### src/rtl/mips_multicycle_control.sv
// mips_multicycle_control
// Multicycle MIPS main controller. It is a Moore FSM that sequences the
// fetch, decode, memory, execute, branch and jump steps. The outputs depend
// on the state register. The exceptions are ALUControl, which in EXECUTE is
// decoded from Funct, and PCEn, which in BRANCH follows Zero.
//
// Optional feature macro: MIPS_MUL_EN. When it is defined, Funct 011000 is a
// legal MUL (ALUControl 101). When it is undefined, Funct 011000 is treated
// as an illegal Funct.
//
// Ports:
//   clk        in   rising-edge clock
//   reset      in   asynchronous active-high reset (forces FETCH)
//   Op         in   [5:0] instruction[31:26]
//   Funct      in   [5:0] instruction[5:0]
//   Zero       in   ALU zero flag (same cycle)
//   ALUControl out  [2:0] ALU opcode
//   ALUSrcA    out  0=PC, 1=register A
//   ALUSrcB    out  [1:0] 00=B, 01=4, 10=signimm, 11=signimm<<2
//   IorD, IRWrite, MemWrite, RegWrite, RegDst, MemtoReg  out  strobes/selects
//   PCSrc      out  [1:0] 00=ALUResult, 01=ALUOut, 10=jump target
//   PCEn       out  PC register enable
//   InstrDone  out  pulse in the final state of each instruction
module mips_multicycle_control (
  input  logic       clk,
  input  logic       reset,
  input  logic [5:0] Op,
  input  logic [5:0] Funct,
  input  logic       Zero,
  output logic [2:0] ALUControl,
  output logic       ALUSrcA,
  output logic [1:0] ALUSrcB,
  output logic       IorD,
  output logic       IRWrite,
  output logic       MemWrite,
  output logic       RegWrite,
  output logic       RegDst,
  output logic       MemtoReg,
  output logic [1:0] PCSrc,
  output logic       PCEn,
  output logic       InstrDone
);

  typedef enum logic [3:0] {
    FETCH, DECODE, MEMADR, MEMRD, MEMWB, MEMWR,
    EXECUTE, ALUWB, BRANCH, ADDIEXEC, ADDIWB, JUMP
  } state_t;

  localparam logic [5:0] OP_RTYPE = 6'b000000;
  localparam logic [5:0] OP_LW    = 6'b100011;
  localparam logic [5:0] OP_SW    = 6'b101011;
  localparam logic [5:0] OP_BEQ   = 6'b000100;
  localparam logic [5:0] OP_ADDI  = 6'b001000;
  localparam logic [5:0] OP_J     = 6'b000010;

  state_t state_reg, state_next;
  // Set when FETCH is entered because an illegal Op or Funct aborted the
  // instruction. That FETCH is then the final cycle of the aborted
  // instruction, so it raises InstrDone.
  logic   abort_done_reg, abort_done_next;

  logic [2:0] funct_alu;
  logic       funct_legal;

  always_ff @(posedge clk or posedge reset) begin
    if (reset) begin
      state_reg      <= FETCH;
      abort_done_reg <= 1'b0;
    end else begin
      state_reg      <= state_next;
      abort_done_reg <= abort_done_next;
    end
  end

  // R-type function decode. An unknown Funct falls back to ADD and is
  // marked illegal so that EXECUTE aborts without a register write.
  always_comb begin
    funct_alu   = 3'b010;
    funct_legal = 1'b0;
    case (Funct)
      6'b100000: begin funct_alu = 3'b010; funct_legal = 1'b1; end
      6'b100010: begin funct_alu = 3'b100; funct_legal = 1'b1; end
      6'b100100: begin funct_alu = 3'b000; funct_legal = 1'b1; end
      6'b100101: begin funct_alu = 3'b001; funct_legal = 1'b1; end
      6'b101010: begin funct_alu = 3'b110; funct_legal = 1'b1; end
`ifdef MIPS_MUL_EN
      6'b011000: begin funct_alu = 3'b101; funct_legal = 1'b1; end
`endif
      default:   begin funct_alu = 3'b010; funct_legal = 1'b0; end
    endcase
  end

  // Next-state logic.
  always_comb begin
    state_next      = FETCH;
    abort_done_next = 1'b0;
    case (state_reg)
      FETCH:   state_next = DECODE;
      DECODE: begin
        case (Op)
          OP_LW, OP_SW: state_next = MEMADR;
          OP_RTYPE:     state_next = EXECUTE;
          OP_BEQ:       state_next = BRANCH;
          OP_ADDI:      state_next = ADDIEXEC;
          OP_J:         state_next = JUMP;
          default: begin
            state_next      = FETCH;
            abort_done_next = 1'b1;
          end
        endcase
      end
      MEMADR:   state_next = (Op == OP_LW) ? MEMRD : MEMWR;
      MEMRD:    state_next = MEMWB;
      EXECUTE: begin
        if (funct_legal) begin
          state_next = ALUWB;
        end else begin
          state_next      = FETCH;
          abort_done_next = 1'b1;
        end
      end
      ADDIEXEC: state_next = ADDIWB;
      default:  state_next = FETCH;  // MEMWB, MEMWR, ALUWB, ADDIWB, BRANCH, JUMP
    endcase
  end

  // Output logic. Every output defaults to 0 and each state raises only
  // what it needs.
  always_comb begin
    ALUControl = 3'b000;
    ALUSrcA    = 1'b0;
    ALUSrcB    = 2'b00;
    IorD       = 1'b0;
    IRWrite    = 1'b0;
    MemWrite   = 1'b0;
    RegWrite   = 1'b0;
    RegDst     = 1'b0;
    MemtoReg   = 1'b0;
    PCSrc      = 2'b00;
    PCEn       = 1'b0;
    InstrDone  = 1'b0;
    case (state_reg)
      FETCH: begin
        IRWrite    = 1'b1;
        ALUSrcB    = 2'b01;
        ALUControl = 3'b010;
        PCEn       = 1'b1;
        InstrDone  = abort_done_reg;
      end
      DECODE: begin
        // Precompute the branch target into ALUOut.
        ALUSrcB    = 2'b11;
        ALUControl = 3'b010;
      end
      MEMADR, ADDIEXEC: begin
        ALUSrcA    = 1'b1;
        ALUSrcB    = 2'b10;
        ALUControl = 3'b010;
      end
      MEMRD: IorD = 1'b1;
      MEMWR: begin
        IorD      = 1'b1;
        MemWrite  = 1'b1;
        InstrDone = 1'b1;
      end
      MEMWB: begin
        RegWrite  = 1'b1;
        MemtoReg  = 1'b1;
        InstrDone = 1'b1;
      end
      ADDIWB: begin
        RegWrite  = 1'b1;
        InstrDone = 1'b1;
      end
      EXECUTE: begin
        ALUSrcA    = 1'b1;
        ALUControl = funct_alu;
      end
      ALUWB: begin
        RegWrite  = 1'b1;
        RegDst    = 1'b1;
        InstrDone = 1'b1;
      end
      BRANCH: begin
        ALUSrcA    = 1'b1;
        ALUControl = 3'b100;
        PCSrc      = 2'b01;
        PCEn       = Zero;
        InstrDone  = 1'b1;
      end
      JUMP: begin
        PCSrc     = 2'b10;
        PCEn      = 1'b1;
        InstrDone = 1'b1;
      end
      default: ;
    endcase
  end

endmodule
### config.mk
export PLATFORM = sky130hd
export DESIGN_NAME = mips_multicycle_control
export DESIGN_NICKNAME = d
export VERILOG_FILES = /design/src/rtl/mips_multicycle_control.sv
export SDC_FILE = /design/constraint.sdc
export NUM_CORES = 1
export LEC_CHECK = 0
export BUFFER_PORTS_ARGS = -buffer_cell sky130_fd_sc_hd__buf_2
export CAP_MARGIN = 20
export CORE_MARGIN = 1.5
export CORE_UTILIZATION = 39
export DETAILED_ROUTE_END_ITERATION = 8
export PLACE_DENSITY = 0.73
export SLEW_MARGIN = 20
export SYNTH_ARGS = -nofsm -noshare
export SYNTH_HDL_FRONTEND = slang
export SYNTH_SLANG_ARGS = --single-unit
### constraint.sdc
create_clock -name clk -period 1.39 [get_ports clk]
set_input_delay 0 -clock clk [delete_from_list [all_inputs] [get_ports clk]]
set_output_delay 0 -clock clk [all_outputs]
set_load 0.01 [all_outputs]
Word level (Yosys, flattened, before mapping)
Cells that the tools add are included.
- flip-flop bits (word level): 5
- bits of input ports: 15
- output and inout port bits: 16
- word-level logic and storage cells: 56
- eq/ne operators: 21
- muxes and demuxes: 21
- reduce and logical (&&, ||, !) cells: 12
- operator list (operator ; count):
    $eq A6 B6 Y1 const B ; 7
    $pmux W4 S6 ; 1
    $pmux W4 S5 ; 1
    $eq A4 B3 Y1 const B ; 4
    $eq A4 B4 Y1 const B ; 4
    $pmux W3 S4 ; 1
    $reduce_or A6 Y1 ; 2
    $mux W1 ; 10
    $pmux W3 S3 ; 1
    $eq A4 B2 Y1 const B ; 2
    $reduce_or A2 Y1 ; 4
    $reduce_or A4 Y1 ; 2
    $eq A6 B2 Y1 const B ; 1
    $eq A6 B3 Y1 const B ; 1
    $eq A6 B4 Y1 const B ; 1
    $logic_not A6 Y1 ; 1
    $mux W3 ; 2
    $pmux W1 S2 ; 3
    $pmux W2 S3 ; 1
    $reduce_or A5 Y1 ; 1
    $eq A4 B1 Y1 const B ; 1
    $logic_not A4 Y1 ; 1
    $pmux W2 S2 ; 1
    $reduce_or A3 Y1 ; 1

Depth between registers and ports, before layout
- depth in word-level cells: 5
- depth in mapped cells: 4
- gate-level depth less buffers: 3

Worst setup path after synthesis
Ideal clock, no wire load.
- kind: flip-flop to flip-flop
- start: register state_reg[0]
- end: register state_reg[1]
- setup time: 0.081 ns
- arrival time: 1.225 ns
- data required time: 1.309 ns
- setup slack: 0.084 ns
- stages on the path, launching flop included: 4
- path buffers: 0
- clock period less this slack: 1.306 ns
- cell sequence: dfrtp_1 > or3b_1 > o32a_1 > o211ai_2
- word-level cells in the longest chain between the ends: 2
- elaborated cells between the ends (all ways): 7
- those cells by class: eq/ne (5); mux (1); reduce/logical (1)
- ends and longest elaborated chain (what ; line ; RTL):
    start: declaration ; 56 ; state_t state_reg, state_next;
    start signal: assignment ; 70 ; state_reg <= state_next;
    $eq A4 B4 Y1, or another cell as far along ; 97 ; case (state_reg)
    $pmux W4 S6 (*) ; 97 ;
    via state_next[1] ; 56 ;
The timed path passes the listed nets; every way through them passes the cells marked *.

Worst setup path in the final report
- start: register state_reg[1]
- end: output port ALUControl[2]
- word-level cells in the longest chain between the ends: 3
- elaborated cells between the ends (all ways): 8
- those cells by class: eq/ne (5); mux (1); reduce/logical (2)
- ends and longest elaborated chain (what ; line ; RTL):
    $eq A4 B1 Y1, or another cell as far along ; 142 ; case (state_reg)
    $reduce_or A4 Y1 (no line) ; -- ;
    $pmux W3 S3 (*) ; 142 ;
    end: declaration ; 30 ; output logic [2:0] ALUControl,
Every way passes the cells marked *; elsewhere a longest branch is shown, timed or not.

==> run summary <==
The sum of routed wire length over all layers is 1920 um. The remaining number of nets flagged by the antenna check after routing came out at 0. The first global-routing pass estimated 2900 um of wire.

In the routed design, unresolved DRC markers number 0. The depth of the CTS H-tree came out at 1. For the worst setup path, the data required time is 1390 ps. The later pin in the worst-skew pair is clocked with a latency of 250 ps.

The number of cells produced by synthesis came out at 80. The final net count came out at 145. Across the run, the number of max-cap violations was 0. The final period utilization came out at 111%. The final total negative setup slack is -1040 ps. Routability-driven placement finished with a final weighted congestion of 0.807. The worst setup path is launched from a flop. The vias per cell came out at 5.45. The final worst-path setup slack came out at -154 ps. The row count came out at 13. The leakage power is 0.506 nW. The final-report max-slew violation count came out at 0. The core outline area came out at 1370 um2.

The antenna cell count came out at 0. At the end of the flow the core is filled with cells to 74.4%. The overall via count from detail_route came out at 785. In this run the worst path has a maximum fanout of 4. The vertical die dimension came out at 42.0 um. Clock tree synthesis selected as its root buffer the cell sky130_fd_sc_hd__clkbuf_4. The number of input and output port buffers inserted came out at 30. The post-route netlist has 51.2% of its cells at a drive strength greater than 1. The synthesized netlist net count is 95. The worst pin sits at a relative slew slack of 77.1%. The die is 42.0 um wide.

For this run the aggregate overflow at the end of global routing stands at 0. Compared with the post-synthesis result, the final layout area differs by 71.3%. The initial antenna violation count is 0. The post-synthesis instance area came out at 593 um2. Sequential cells account for 16.9% of the total power. The number of global-route vias before repair is 713. The smallest clock period supported by the final layout is computed as 1540 ps. The critical path is of the flop to primary output type. Setup violations remaining at the end of the flow were counted as 12.

The starting utilization of the core area is 43.4%. Summed over all nets, the switching power comes to 562 uW. The clock tree buffer depth is 2. The proportion of total power due to net switching came out at 41.9%. The internal cell power is 780 uW.

Setup repair after global routing could not meet its margin everywhere. The register with the most flip-flops in the layout has 4 of them. The number of fillers in the final layout came out at 111. The sequential element share of the synthesized area is 21.1%. The path class of the tightest hold or removal check is input port to flop.

The count of routing violations after the opening detailed-route iteration came out at 19. For the final database, setup skew stands at 13.7 ps. The overall routing resource usage is 20.7%. The mean instance size in the synthesized netlist is 7.41 um2. The post-detailed-placement half-perimeter wirelength is 1230 um.

The worst setup path is captured at a primary output. The largest voltage drop on the vdd net is 0.667 mV. The distinct cell type count after synthesis is 35. The power density over the cells is 1320 nW/um2. The maximum number of pins on one net before global-route repair is 10.

In this run, the combinational gates consume 69.7% of the power. The total CTS buffers is 3. The worst hold-check slack came out at 132 ps. The pre-antenna-repair detailed-routing pass consisted of 5 iterations.

The CTS tree is yes. During I/O placement, the number of pins put on the boundary was 31. The number of warning messages in the yosys log came out at 0. The checks that failed: setup timing. The register clock-pin slew on the reported worst setup and hold paths is 60 ps. The worst path arrival time is 1540 ps. The number of register bits inferred by synthesis is 5. The run finished, with violations left. The clock sink count is 5.

The die outline area came out at 1760 um2. The slew at the pin with the worst max-slew slack is 340 ps. The share of power burned in the clock network is 13.4%.

The total count of hold-check failures in the final report came out at 0. After detailed routing, the average wire length per cell comes to 13.3 um. Timing would allow up to 648 MHz.
-- stage by stage --
step / setup WS [ps] / total power, mW / instances / cell area (um2)
global placement: 28.1 / 0.902 / 127 / 792
CTS: -108 / 1.19 / 138 / 916
global route: -250 / 1.43 / 144 / 1020
finish: -154 / 1.34 / 144 / 1020
detailed placement: 44.0 / 0.909 / 127 / 792
floorplan: 84.4 / 0.636 / 80 / 593
-- synthesized netlist by cell type (all sizes together) --
cell type / count / area (um2)
nor3b: 1 / 7.51
nand4: 1 / 6.26
nor2: 7 / 26.3
o21bai: 1 / 7.51
dfrtp: 5 / 125
nand2b: 5 / 31.3
nor2b: 2 / 12.5
a211o: 2 / 17.5
o21ai: 3 / 15.0
and4bb: 1 / 12.5
mux2i: 2 / 20.0
clkbuf: 3 / 11.3
xor2: 2 / 17.5
nor4: 2 / 12.5
and4b: 1 / 10.0
o211ai: 7 / 57.6
nor4b: 1 / 8.76
a31o: 1 / 8.76
and3: 2 / 12.5
a32o: 1 / 10.0
nand3: 4 / 20.0
buf: 2 / 11.3
or3: 2 / 12.5
a21oi: 2 / 10.0
or3b: 1 / 8.76
a22oi: 1 / 7.51
nor3: 5 / 25.0
a211oi: 1 / 7.51
inv: 5 / 18.8
o32a: 1 / 10.0
nand2: 4 / 15.0
o311ai: 1 / 8.76
a21o: 1 / 7.51
-- path summary, 6_finish.rpt --
kind	startpoint	end	slack [ps]	cells after the start
setup / recovery	state_reg[1]$_DFF_PP0_	ALUControl[2]	-150	5
hold / removal	Op[3]	state_reg[2]$_DFF_PP0_	130	4
setup reg to reg	state_reg[1]$_DFF_PP0_	state_reg[2]$_DFF_PP0_	-110	6
hold reg to reg	state_reg[2]$_DFF_PP0_	state_reg[3]$_DFF_PP0_	620	2
max in group asynchronous	reset	state_reg[2]$_DFF_PP0_	1000	3
min in group asynchronous	reset	state_reg[0]$_DFF_PP0_	180	3
-- layout by cell type, fill, tap and decap left out, types with 2 or more instances in the layout --
master                     synthesis  routed
sky130_fd_sc_hd__a211o_1           2       2
sky130_fd_sc_hd__a21oi_2           0       2
sky130_fd_sc_hd__and3_1            2       2
sky130_fd_sc_hd__buf_2             0      29
sky130_fd_sc_hd__buf_4             1      12
sky130_fd_sc_hd__buf_6             0       8
sky130_fd_sc_hd__clkbuf_4          0       3
sky130_fd_sc_hd__dfrtp_1           5       4
sky130_fd_sc_hd__inv_1             5       5
sky130_fd_sc_hd__mux2i_1           2       2
sky130_fd_sc_hd__nand2_1           4       4
sky130_fd_sc_hd__nand2b_1          5       2
sky130_fd_sc_hd__nand2b_4          0       3
sky130_fd_sc_hd__nand3_1           4       4
sky130_fd_sc_hd__nor2_1            7       6
sky130_fd_sc_hd__nor2b_1           2       2
sky130_fd_sc_hd__nor3_1            5       4
sky130_fd_sc_hd__o211ai_1          6       6
sky130_fd_sc_hd__o21ai_0           3       3
sky130_fd_sc_hd__or3_1             2       2
sky130_fd_sc_hd__xor2_1            2       2
-- per-layer routing --
metal | share of wire, % | routed length [um] | track usage [%]
met1 | 43 | 814 | 24.9
met2 | 48 | 920 | 34.1
met3 | 8.1 | 156 | 8.19
met4 | 1.2 | 23 | 5.81
met5 | 0 | 0 | 0
-- kinds of logic (layout without fill, tap and decap cells) --
kind of cell / Yosys count / in the layout / synth area share (%)
AND/OR/NAND/NOR: 39 / 39 / 37.3
flip-flops: 5 / 5 / 21.1
XOR/XNOR: 2 / 2 / 2.95
multiplexers: 2 / 2 / 3.38
AO/OA/AOI/OAI: 22 / 22 / 28.3
buffers and inverters: 10 / 59 / 6.96
-- final cells by class --
cell class | count | area, um2 | area share, %
timing repair buffer | 50 | 335 | 33.0
inverter | 5 | 18.8 | 1.85
clock buffer | 4 | 26.3 | 2.59
sequential | 5 | 126 | 12.4
tap | 15 | 18.8 | 1.85
multi-input combinational | 65 | 490 | 48.3
-- power by group through the flow --
stage / Sequential, mW / Clock (mW) / Combinational [mW]
floorplan: 0.217 / 0 / 0.419
global placement: 0.220 / 0 / 0.682
detailed placement: 0.223 / 0 / 0.687
CTS: 0.226 / 0.175 / 0.790
global route: 0.229 / 0.205 / 1.00
finish: 0.227 / 0.180 / 0.935
-- critical path, stage by stage (launching register included) --
cell                       delay (ps)
sky130_fd_sc_hd__dfrtp_1          440
sky130_fd_sc_hd__buf_6            150
sky130_fd_sc_hd__and4bb_2         250
sky130_fd_sc_hd__buf_4            140
sky130_fd_sc_hd__a31o_2           200
sky130_fd_sc_hd__buf_6            110
-- timing repair --
action / in CTS / in global routing
endpoints found under the hold margin: 5 / 0
pin swaps: 6 / 7
resized for setup: 10 / 11
hold buffers: 1 / 0
setup endpoints to repair: 7 / 15
setup buffers: 6 / 6
No activity file was read; power rests on OpenSTA's default activity.
